`src/rtl/alu_arbiter_if.sv`:
```
// Requester-side bus of the shared-ALU arbiter: request and response handshakes.
// Requester i owns slice [i*DW +: DW] of the operand buses and bit i of every strobe.
interface alu_arbiter_if #(
  parameter int NREQ = 2,
  parameter int DW   = 32
);
  logic [NREQ-1:0]    req_valid;
  logic [NREQ-1:0]    req_ready;
  logic [NREQ*DW-1:0] req_a;
  logic [NREQ*DW-1:0] req_b;
  logic [NREQ*5-1:0]  req_shamt;
  logic [NREQ*5-1:0]  req_op;
  logic [NREQ-1:0]    rsp_valid;
  logic [NREQ-1:0]    rsp_ready;
  logic [DW-1:0]      rsp_res;
  logic               rsp_zero;
  logic               rsp_err;

  modport master (
    output req_valid, req_a, req_b, req_shamt, req_op, rsp_ready,
    input  req_ready, rsp_valid, rsp_res, rsp_zero, rsp_err
  );

  modport slave (
    input  req_valid, req_a, req_b, req_shamt, req_op, rsp_ready,
    output req_ready, rsp_valid, rsp_res, rsp_zero, rsp_err
  );
endinterface

```
`src/rtl/alu_arbiter.sv`:
```
// Round-robin sequencer sharing one combinational ALU among NREQ requesters.
// Latency: accept at edge 0, result valid from cycle 2 (cycle 1 for divide-by-zero).
// Backpressure: result held in RESP until the granted rsp_ready; no accept outside IDLE.
module alu_arbiter #(
  parameter int         NREQ      = 2,
  parameter int         DW        = 32,
  parameter logic [4:0] ALUOP_DIV = 5'd12
) (
  input  logic          clk,
  input  logic          rst_n,
  alu_arbiter_if.slave  rq,
  output logic [DW-1:0] alu_a,
  output logic [DW-1:0] alu_b,
  output logic [4:0]    alu_shamt,
  output logic [4:0]    alu_op,
  input  logic [DW-1:0] alu_res,
  input  logic          alu_zero,
  output logic          busy
);
  localparam int PW = (NREQ > 1) ? $clog2(NREQ) : 1;

  typedef enum logic [1:0] {
    IDLE = 2'd0,
    EXEC = 2'd1,
    RESP = 2'd2
  } state_t;

  state_t          state;
  state_t          state_nx;
  logic [PW-1:0]   ptr;
  logic [PW-1:0]   ptr_nx;
  logic [PW-1:0]   g_reg;
  logic [PW-1:0]   gnt;
  logic [PW:0]     idx;
  logic            any_vld;
  logic [DW-1:0]   sel_a;
  logic [DW-1:0]   sel_b;
  logic [4:0]      sel_shamt;
  logic [4:0]      sel_op;
  logic            div_zero;
  logic            accept;
  logic            rsp_done;
  logic [NREQ-1:0] req_ready_c;
  logic [NREQ-1:0] rsp_valid_c;
  logic [DW-1:0]   rsp_res_q;
  logic            rsp_zero_q;
  logic            rsp_err_q;

  // Scan from the highest offset down so the lowest offset from ptr wins.
  always_comb begin
    gnt     = ptr;
    any_vld = 1'b0;
    idx     = '0;
    for (int k = NREQ - 1; k >= 0; k--) begin
      idx = {1'b0, ptr} + (PW+1)'(k);
      if (idx >= (PW+1)'(NREQ)) begin
        idx = idx - (PW+1)'(NREQ);
      end
      if (rq.req_valid[idx[PW-1:0]]) begin
        gnt     = idx[PW-1:0];
        any_vld = 1'b1;
      end
    end
  end

  always_comb begin
    sel_a     = rq.req_a[int'(gnt)*DW +: DW];
    sel_b     = rq.req_b[int'(gnt)*DW +: DW];
    sel_shamt = rq.req_shamt[int'(gnt)*5 +: 5];
    sel_op    = rq.req_op[int'(gnt)*5 +: 5];
  end

  assign div_zero = (sel_op == ALUOP_DIV) && (sel_b == '0);
  assign accept   = (state == IDLE) && any_vld;
  assign rsp_done = (state == RESP) && rq.rsp_ready[g_reg];
  assign ptr_nx   = (g_reg == PW'(NREQ - 1)) ? '0 : g_reg + PW'(1);

  always_ff @(posedge clk or negedge rst_n) begin
    if (!rst_n) begin
      state <= IDLE;
    end else begin
      state <= state_nx;
    end
  end

  always_comb begin
    state_nx = state;
    case (state)
      IDLE:    if (any_vld) state_nx = div_zero ? RESP : EXEC;
      EXEC:    state_nx = RESP;
      RESP:    if (rq.rsp_ready[g_reg]) state_nx = IDLE;
      default: state_nx = IDLE;
    endcase
  end

  // req_ready is masked during reset so a pending request never sees a strobe.
  always_comb begin
    req_ready_c = '0;
    rsp_valid_c = '0;
    if (rst_n && (state == IDLE) && any_vld) begin
      req_ready_c[gnt] = 1'b1;
    end
    if (state == RESP) begin
      rsp_valid_c[g_reg] = 1'b1;
    end
  end

  always_ff @(posedge clk or negedge rst_n) begin
    if (!rst_n) begin
      ptr        <= '0;
      g_reg      <= '0;
      alu_a      <= '0;
      alu_b      <= '0;
      alu_shamt  <= '0;
      alu_op     <= '0;
      rsp_res_q  <= '0;
      rsp_zero_q <= 1'b0;
      rsp_err_q  <= 1'b0;
    end else begin
      if (accept) begin
        g_reg <= gnt;
        // A zero divisor never reaches the ALU; the ALU keeps its previous operands.
        if (div_zero) begin
          rsp_res_q  <= '0;
          rsp_zero_q <= 1'b1;
          rsp_err_q  <= 1'b1;
        end else begin
          alu_a     <= sel_a;
          alu_b     <= sel_b;
          alu_shamt <= sel_shamt;
          alu_op    <= sel_op;
        end
      end
      if (state == EXEC) begin
        rsp_res_q  <= alu_res;
        rsp_zero_q <= alu_zero;
        rsp_err_q  <= 1'b0;
      end
      if (rsp_done) begin
        ptr <= ptr_nx;
      end
    end
  end

  assign rq.req_ready = req_ready_c;
  assign rq.rsp_valid = rsp_valid_c;
  assign rq.rsp_res   = rsp_res_q;
  assign rq.rsp_zero  = rsp_zero_q;
  assign rq.rsp_err   = rsp_err_q;
  assign busy         = (state != IDLE);
endmodule

```
`src/flat_wrapper.sv`:
```
// flat-port wrapper written by rule: the top's interface ports become plain ports
module alu_arbiter_flat 
#(
  parameter int         NREQ      = 2,
  parameter int         DW        = 32,
  parameter logic [4:0] ALUOP_DIV = 5'd12
)
  (clk, rst_n, alu_a, alu_b, alu_shamt, alu_op, alu_res, alu_zero, busy, rq_req_valid, rq_req_a, rq_req_b, rq_req_shamt, rq_req_op, rq_rsp_ready, rq_req_ready, rq_rsp_valid, rq_rsp_res, rq_rsp_zero, rq_rsp_err);
  alu_arbiter_if #(.NREQ(NREQ), .DW(DW)) rq_i ();
  input  logic clk;
  input  logic rst_n;
  output logic [DW-1:0] alu_a;
  output logic [DW-1:0] alu_b;
  output logic [4:0] alu_shamt;
  output logic [4:0] alu_op;
  input  logic [DW-1:0] alu_res;
  input  logic alu_zero;
  output logic busy;
  input wire logic [$bits(rq_i.req_valid)-1:0] rq_req_valid;
  input wire logic [$bits(rq_i.req_a)-1:0] rq_req_a;
  input wire logic [$bits(rq_i.req_b)-1:0] rq_req_b;
  input wire logic [$bits(rq_i.req_shamt)-1:0] rq_req_shamt;
  input wire logic [$bits(rq_i.req_op)-1:0] rq_req_op;
  input wire logic [$bits(rq_i.rsp_ready)-1:0] rq_rsp_ready;
  output wire logic [$bits(rq_i.req_ready)-1:0] rq_req_ready;
  output wire logic [$bits(rq_i.rsp_valid)-1:0] rq_rsp_valid;
  output wire logic [$bits(rq_i.rsp_res)-1:0] rq_rsp_res;
  output wire logic [$bits(rq_i.rsp_zero)-1:0] rq_rsp_zero;
  output wire logic [$bits(rq_i.rsp_err)-1:0] rq_rsp_err;
  assign rq_i.req_valid = rq_req_valid;
  assign rq_i.req_a = rq_req_a;
  assign rq_i.req_b = rq_req_b;
  assign rq_i.req_shamt = rq_req_shamt;
  assign rq_i.req_op = rq_req_op;
  assign rq_i.rsp_ready = rq_rsp_ready;
  assign rq_req_ready = rq_i.req_ready;
  assign rq_rsp_valid = rq_i.rsp_valid;
  assign rq_rsp_res = rq_i.rsp_res;
  assign rq_rsp_zero = rq_i.rsp_zero;
  assign rq_rsp_err = rq_i.rsp_err;
  alu_arbiter #(.NREQ(NREQ), .DW(DW), .ALUOP_DIV(ALUOP_DIV)) u_core (.clk(clk), .rst_n(rst_n), .rq(rq_i), .alu_a(alu_a), .alu_b(alu_b), .alu_shamt(alu_shamt), .alu_op(alu_op), .alu_res(alu_res), .alu_zero(alu_zero), .busy(busy));
endmodule
```
`config.mk`:
```
export PLATFORM = sky130hd
export DESIGN_NAME = alu_arbiter_flat
export DESIGN_NICKNAME = d
export VERILOG_FILES = /design/src/rtl/alu_arbiter_if.sv /design/src/rtl/alu_arbiter.sv /design/src/flat_wrapper.sv
export SDC_FILE = /design/constraint.sdc
export NUM_CORES = 1
export LEC_CHECK = 0
export ABC_AREA = 1
export BUFFER_PORTS_ARGS = -buffer_cell sky130_fd_sc_hd__buf_2
export CORE_MARGIN = 8
export CORE_UTILIZATION = 49
export DETAILED_ROUTE_END_ITERATION = 7
export GPL_ROUTABILITY_DRIVEN = 1
export PLACE_DENSITY = 0.91
export SLEW_MARGIN = 20
export SYNTH_ARGS = -nofsm -noshare
export SYNTH_HDL_FRONTEND = slang
export SYNTH_SLANG_ARGS = --single-unit
```
`constraint.sdc`:
```
create_clock -name clk -period 3.55 [get_ports clk]
set_input_delay 0.355 -clock clk [delete_from_list [all_inputs] [get_ports clk]]
set_output_delay 0.355 -clock clk [all_outputs]
set_load 0.005 [all_outputs]
```
# Yosys cells after proc, flatten, opt, wreduce, memory -nomap -nowiden
# Index checks and enable logic that the tools add are counted.
[word_totals] ff_bits=112 input_bits=187 output_inout_bits=113 wordCells=78
[op_classes] shifts=4 n_mux=30 n_lt_le_gt_ge=8 n_eq_ne=5 n_bitwise=1 reduce_logical=15 n_mul=1 n_addsub=4
[op_table] cell="$shiftx 64x7->32" n=2
[op_table] cell="$mux 32" n=3
[op_table] cell="$shiftx 10x32->5" n=2
[op_table] cell="$logic_not 32->1" n=1
[op_table] cell="$mux 1" n=19
[op_table] cell="$mux 2" n=5
[op_table] cell="$lt 1x2->1 const B" n=4
[op_table] cell="$logic_and 1x1->1" n=7
[op_table] cell="$pmux 2 s3" n=1
[op_table] cell="$reduce_and 2->1" n=3
[op_table] cell="$reduce_bool 2->1" n=3
[op_table] cell="$eq 5x4->1 const B" n=1
[op_table] cell="$mul 1x3->4 const B" n=1
[op_table] cell="$add 1x1->2 const B" n=1
[op_table] cell="$demux 1 s1" n=2
[op_table] cell="$eq 2x1->1 const B" n=1
[op_table] cell="$eq 2x2->1 const B" n=1
[op_table] cell="$ge 1x1->1 const B" n=2
[op_table] cell="$ge 1x2->1 const B" n=1
[op_table] cell="$ge 2x2->1 const B" n=1
[op_table] cell="$logic_not 2->1" n=1
[op_table] cell="$ne 2x1->1 const B" n=1
[op_table] cell="$ne 2x2->1 const B" n=1
[op_table] cell="$sub 1x1->1 const B" n=2
[op_table] cell="other kinds (2)" n=2

# Depth between registers and ports, before layout
[logic_depth] depth_word=14 depth_mapped=17 mapped_depth_nobuf=14

# Worst setup path after synthesis
# No wires, ideal clock.
[synth_path] path_kind="input -> register" from="in rq_req_valid[0]" to="reg u_core.alu_a[22]" cell_stages=16 path_buffers=3 required_time_ns=3.484 setup_time_ns=0.066 t_arrival_ns=1.812 slack_ns=1.672 path_cell_list="inv_1 > nand2_1 > nand2_2 > buf_2 > nand3_1 > nand2_1 > nand2_1 > nor2_1 > nand2_1 > nor2_1 > nand3_2 > nand2_4 > buf_6 > buf_6 > nand2_1 > nand2_1"
[synth_between] elab_chain_cells=10 elab_cells_between_ends=18 cone_classes="1 x mul; 1 x eq/ne; 3 x shift; 8 x mux; 1 x bitwise; 4 x reduce/logical"
[synth_rtl] item="from (decl)" line_no="flat_wrapper.sv:19" source="input wire logic [$bits(rq_i.req_valid)-1:0] rq_req_valid;"
[synth_rtl] item="$mux 1 (implied by the code) (2 in a row)" line_no="alu_arbiter.sv:59" source="if (rq.req_valid[idx[PW-1:0]]) begin"
[synth_rtl] item="$mux 1 (2 in a row)" line_no="alu_arbiter.sv:59"
[synth_rtl] item="$mul 1x3->4" line_no="alu_arbiter.sv:70" source="sel_op = rq.req_op[int'(gnt)*5 +: 5];"
[synth_rtl] item="$shiftx 10x32->5" line_no="alu_arbiter.sv:70"
[synth_rtl] item="$eq 5x4->1" line_no="alu_arbiter.sv:73" source="assign div_zero = (sel_op == ALUOP_DIV) && (sel_b == '0);"
[synth_rtl] item="$logic_and 1x1->1" line_no="alu_arbiter.sv:73"
[synth_rtl] item="$not 1->1 (no source line)"
[synth_rtl] item="$reduce_and 2->1 (no source line)"
[synth_rtl] item="to (signal assigned)" line_no="alu_arbiter.sv:128" source="alu_a <= sel_a;"
[synth_rtl] item="to (decl)" line_no="alu_arbiter.sv:12" source="output logic [DW-1:0] alu_a,"
# Parallel ways exist; a longest one is shown, timed or not. The select of a mux whose other input is x is not followed.
# A chain may end at the register's enable or synchronous reset.

# Worst setup path in the final report
[layout_path] from="reg u_core.ptr" to="reg u_core.alu_shamt[4]"
[layout_between] elab_chain_cells=13 elab_cells_between_ends=25 cone_classes="3 x add/sub; 1 x mul; 2 x order compare; 1 x eq/ne; 3 x shift; 10 x mux; 1 x bitwise; 4 x reduce/logical"
[layout_rtl] item="from (decl)" line_no="alu_arbiter.sv:30" source="logic [PW-1:0] ptr;"
[layout_rtl] item="from (signal assigned)" line_no="alu_arbiter.sv:140" source="ptr <= ptr_nx;"
[layout_rtl] item="$add 1x1->2" line_no="alu_arbiter.sv:55" source="idx = {1'b0, ptr} + (PW+1)'(k);"
[layout_rtl] item="$ge 2x2->1 / $sub 1x1->1 (equally long branches)" line_no="alu_arbiter.sv:56, alu_arbiter.sv:57"
[layout_rtl] item="$mux 1" line_no="alu_arbiter.sv:56" source="if (idx >= (PW+1)'(NREQ)) begin"
[layout_rtl] item="$mux 1 (implied by the code) (2 in a row)" line_no="alu_arbiter.sv:59"
[layout_rtl] item="$mux 1 (2 in a row)" line_no="alu_arbiter.sv:59"
[layout_rtl] item="$mul 1x3->4" line_no="alu_arbiter.sv:69, alu_arbiter.sv:70"
[layout_rtl] item="$shiftx 10x32->5" line_no="alu_arbiter.sv:70"
[layout_rtl] item="$eq 5x4->1" line_no="alu_arbiter.sv:73"
[layout_rtl] item="$logic_and 1x1->1" line_no="alu_arbiter.sv:73"
[layout_rtl] item="$not 1->1 (no source line)"
[layout_rtl] item="$reduce_and 2->1 (no source line)"
[layout_rtl] item="to (signal assigned)" line_no="alu_arbiter.sv:130" source="alu_shamt <= sel_shamt;"
[layout_rtl] item="to (decl)" line_no="alu_arbiter.sv:14" source="output logic [4:0] alu_shamt,"
# Parallel ways exist; a longest one is shown, timed or not. The select of a mux whose other input is x is not followed.

==> impl_metrics.tcl <==
set metrics [dict create \
    outcome "completed" \
    syn-cell-area_um2 5791 \
    final_hold_viol_count 0 \
    die_w_um 124.7 \
    power_frac_clock_pct 17.8 \
    place.detailed.hpwl_um 14880 \
    cts.htree.levels 3 \
    cts_setup_buffers 0 \
    grt_antenna_before_repair 2 \
    crit_required_ns 3.82 \
    totalPowerFinal_mw 5.963 \
    ys_types 21 \
    tightestPinTransition_ns 0.9451 \
    vias 6162 \
    layout_commonest_cell "sky130_fd_sc_hd__nand2_1" \
    setup_viol 0 \
    unrepaired_setup_endpoints_after_global_routing "no" \
    finalMaxSlewViolations 0 \
    timing.final.ws_setup_ns 0.8903 \
    layout_common_cells "sky130_fd_sc_hd__nand2_1 (409), sky130_fd_sc_hd__buf_2 (298), sky130_fd_sc_hd__dfrtp_1 (112)" \
    clk_transition_reported_paths_ns 0.07 \
    worst_path_cell_trace "nand2_1, nand2_2, buf_4, nand3_1, nand2_1, nand2_1, nor3_1, nand3_2, nand2_4, buf_4, nand2_1, nand2_1" \
    syn-mean-instance-area_um2 7.131 \
    hold_bufs_at_cts 0 \
    timing.final.crit_share_pct 74.92 \
    power.switching_fraction_pct 40.57 \
    p_int_mw 3.544 \
    leakage_nw 4.632 \
    cts.repair.resized 0 \
    slew_headroom_pct 36.93 \
    cts_tree "done" \
    post-place-ws_ns 0.8321 \
    clock-root-buffer "sky130_fd_sc_hd__clkbuf_16" \
    maximum_operating_frequency_mhz 376.0 \
    floorplan.initialDensity_pct 50.50 \
    drt_first_pass_iters 5 \
    sequential_element_share_of_the_synthesized_area_pct 48.40 \
    worst_path_most_repeated_cell "sky130_fd_sc_hd__nand2_1" \
    routed_wirelength_um 19420 \
    via_count_of_the_first_global_routing_pass 6134 \
    place_congestion 0.8909 \
    timing.clock.skew_ns 0.01073 \
    synthToLayoutAreaGrowth_pct 32.15 \
    num_rows 39 \
    timing.critical_path.arrival_ns 2.93 \
    p_seq_share_pct 37.5 \
    globalRoute.totalOverflow 0 \
    route.top_layer_used "met4" \
    syn_nets 999 \
    num_io_pins 300 \
    ys.warnings.count 0 \
    dieArea_um2 15550 \
    endpoint_kind "flop" \
    vias_per_cell 4.985 \
    initialDrtViolationCount 509 \
    p_sw_mw 2.419 \
    cpMaxStageDelayCell "sky130_fd_sc_hd__dfrtp_1" \
    timing.critical_path.slowest_cell_delay_ns 0.38 \
    wl_met1_um 7696 \
    cts_buffer_depth 2 \
    final_antenna_net_count 0 \
    min_path_type "primary input to asynchronous set/reset pin" \
    instances_no_fill 1236 \
    fin_nets 1273 \
    power.density_nw_per_um2 779.3 \
    cts_made_buffers 9 \
    clkLatencyLatePin_ns 0.34 \
    criticalPathCategory "flop to flop" \
    sort_of_element_at_the_start_of_the_critical_path "flop" \
    post_route_cells_drive_above_1_share_pct 30.52 \
    fin_util_pct 66.73 \
    dpl.cell_count 1218 \
    grt_first_pass_wirelength_um 31320 \
    tns_ns 0 \
    port_buffers 299 \
    ys_ff_latch 112 \
    placeableCoreArea_um2 11470 \
    power.combinational.fraction_pct 44.7 \
    max_cap_violations 0 \
    drt_drc_violations_left 0 \
    grt_util_all_layers_pct 24.35 \
    met3RoutedLength_um 1903 \
    dr_wl_met2_um 9240 \
    post_drt_wl_per_cell_um 15.71 \
    synthCells 812 \
    tritoncts_num_sinks 112 \
    die_y_um 124.7 \
    worstPathMaxFanout 43 \
    post-route-min-period_ns 2.660 \
    vdd_drop_max_uv 406.4 \
    maximum_number_of_pins_on_one_net_before_global_route_repair 60 \
]
[routing by layer]
metal	GRT usage, %	up-vias
met4	9.993	0
met3	8.085	38
met5	0	-
met1	29.13	2727
li1	-	3076
met2	39.42	321
[final cells by class]
type                    instances  area, um^2
flip-flops and latches        112        2803
well taps                     143       178.9
diodes                          2       5.005
clock inverters                 4       48.80
fillers                      1028        3815
repair buffers                310        1594
clock buffers                  12       266.5
inverters                      51       191.4
multi-input cells             602        2565
[cell usage after synthesis]
cell type	count	area (um^2)
sky130_fd_sc_hd__buf_2	17	85.08
sky130_fd_sc_hd__nand2_2	2	12.51
sky130_fd_sc_hd__buf_1	5	18.77
sky130_fd_sc_hd__dfrtp_1	112	2803
sky130_fd_sc_hd__clkbuf_1	18	67.56
sky130_fd_sc_hd__a21boi_0	1	7.510
sky130_fd_sc_hd__nand4_1	2	12.51
sky130_fd_sc_hd__or2_2	1	6.260
sky130_fd_sc_hd__nand3b_1	26	195.2
sky130_fd_sc_hd__nand2_1	409	1535
sky130_fd_sc_hd__nor3_1	2	10.01
sky130_fd_sc_hd__and2_1	1	6.260
sky130_fd_sc_hd__nand3_1	86	430.4
sky130_fd_sc_hd__inv_1	51	191.4
sky130_fd_sc_hd__nor2_1	29	108.9
sky130_fd_sc_hd__o21ai_1	3	15.01
sky130_fd_sc_hd__o21ai_0	37	185.2
sky130_fd_sc_hd__nand2_4	2	22.52
sky130_fd_sc_hd__nand3_2	1	10.01
sky130_fd_sc_hd__buf_4	3	22.52
sky130_fd_sc_hd__buf_6	4	45.04
[critical path, delay by kind of cell, from the launching register on]
family        cells  cell delay [ns]
flops             1             0.38
buf+inv           2             0.65
simple gates     10             1.53
[per-stage QoR]
stage | hold WS [ns] | instance area, um^2
after floorplan | 0.05941 | 5791
after global placement | 0.4490 | 7332
after detailed placement | 0.4544 | 7332
after CTS | 0.09102 | 7647
after global routing | 0.1120 | 7652
final | 0.05521 | 7652
[power by group through the flow]
stage / combinational [mW] / clock, mW / sequential (mW)
finish: 2.67 / 1.06 / 2.24
global route: 3.04 / 1.12 / 2.31
CTS: 2.71 / 1.08 / 2.24
global placement: 2.63 / 0 / 2.23
detailed placement: 2.71 / 0 / 2.25
floorplan: 1.47 / 0 / 2.28
[worst paths after layout]
path	startpoint	end	slack (ns)	cells past startpoint
setup / recovery	u_core.ptr$_DFFE_PN0P_	u_core.alu_shamt[4]$_DFFE_PN0P_	0.89	12
hold / removal	rst_n	u_core.alu_a[27]$_DFFE_PN0P_	0.06	1
setup reg to reg	u_core.ptr$_DFFE_PN0P_	u_core.alu_shamt[4]$_DFFE_PN0P_	0.89	12
hold reg to reg	u_core.alu_a[7]$_DFFE_PN0P_	u_core.alu_a[7]$_DFFE_PN0P_	0.47	2
max in group asynchronous	rst_n	u_core.alu_shamt[4]$_DFFE_PN0P_	2.28	2
min in group clk	alu_res[19]	u_core.rq.rsp_res[19]$_DFFE_PN0P_	0.21	3
[cells by family (layout without fill, tap and decap cells)]
kind of cell    after synthesis  count (layout)  synth area share (%)
simple gates                561             561                 40.58
other cells                   0               2                     0
buf+inv                      98             377                 7.433
compound gates               41              41                 3.587
flops                       112             112                 48.40
No activity file was read; power rests on OpenSTA's default activity.
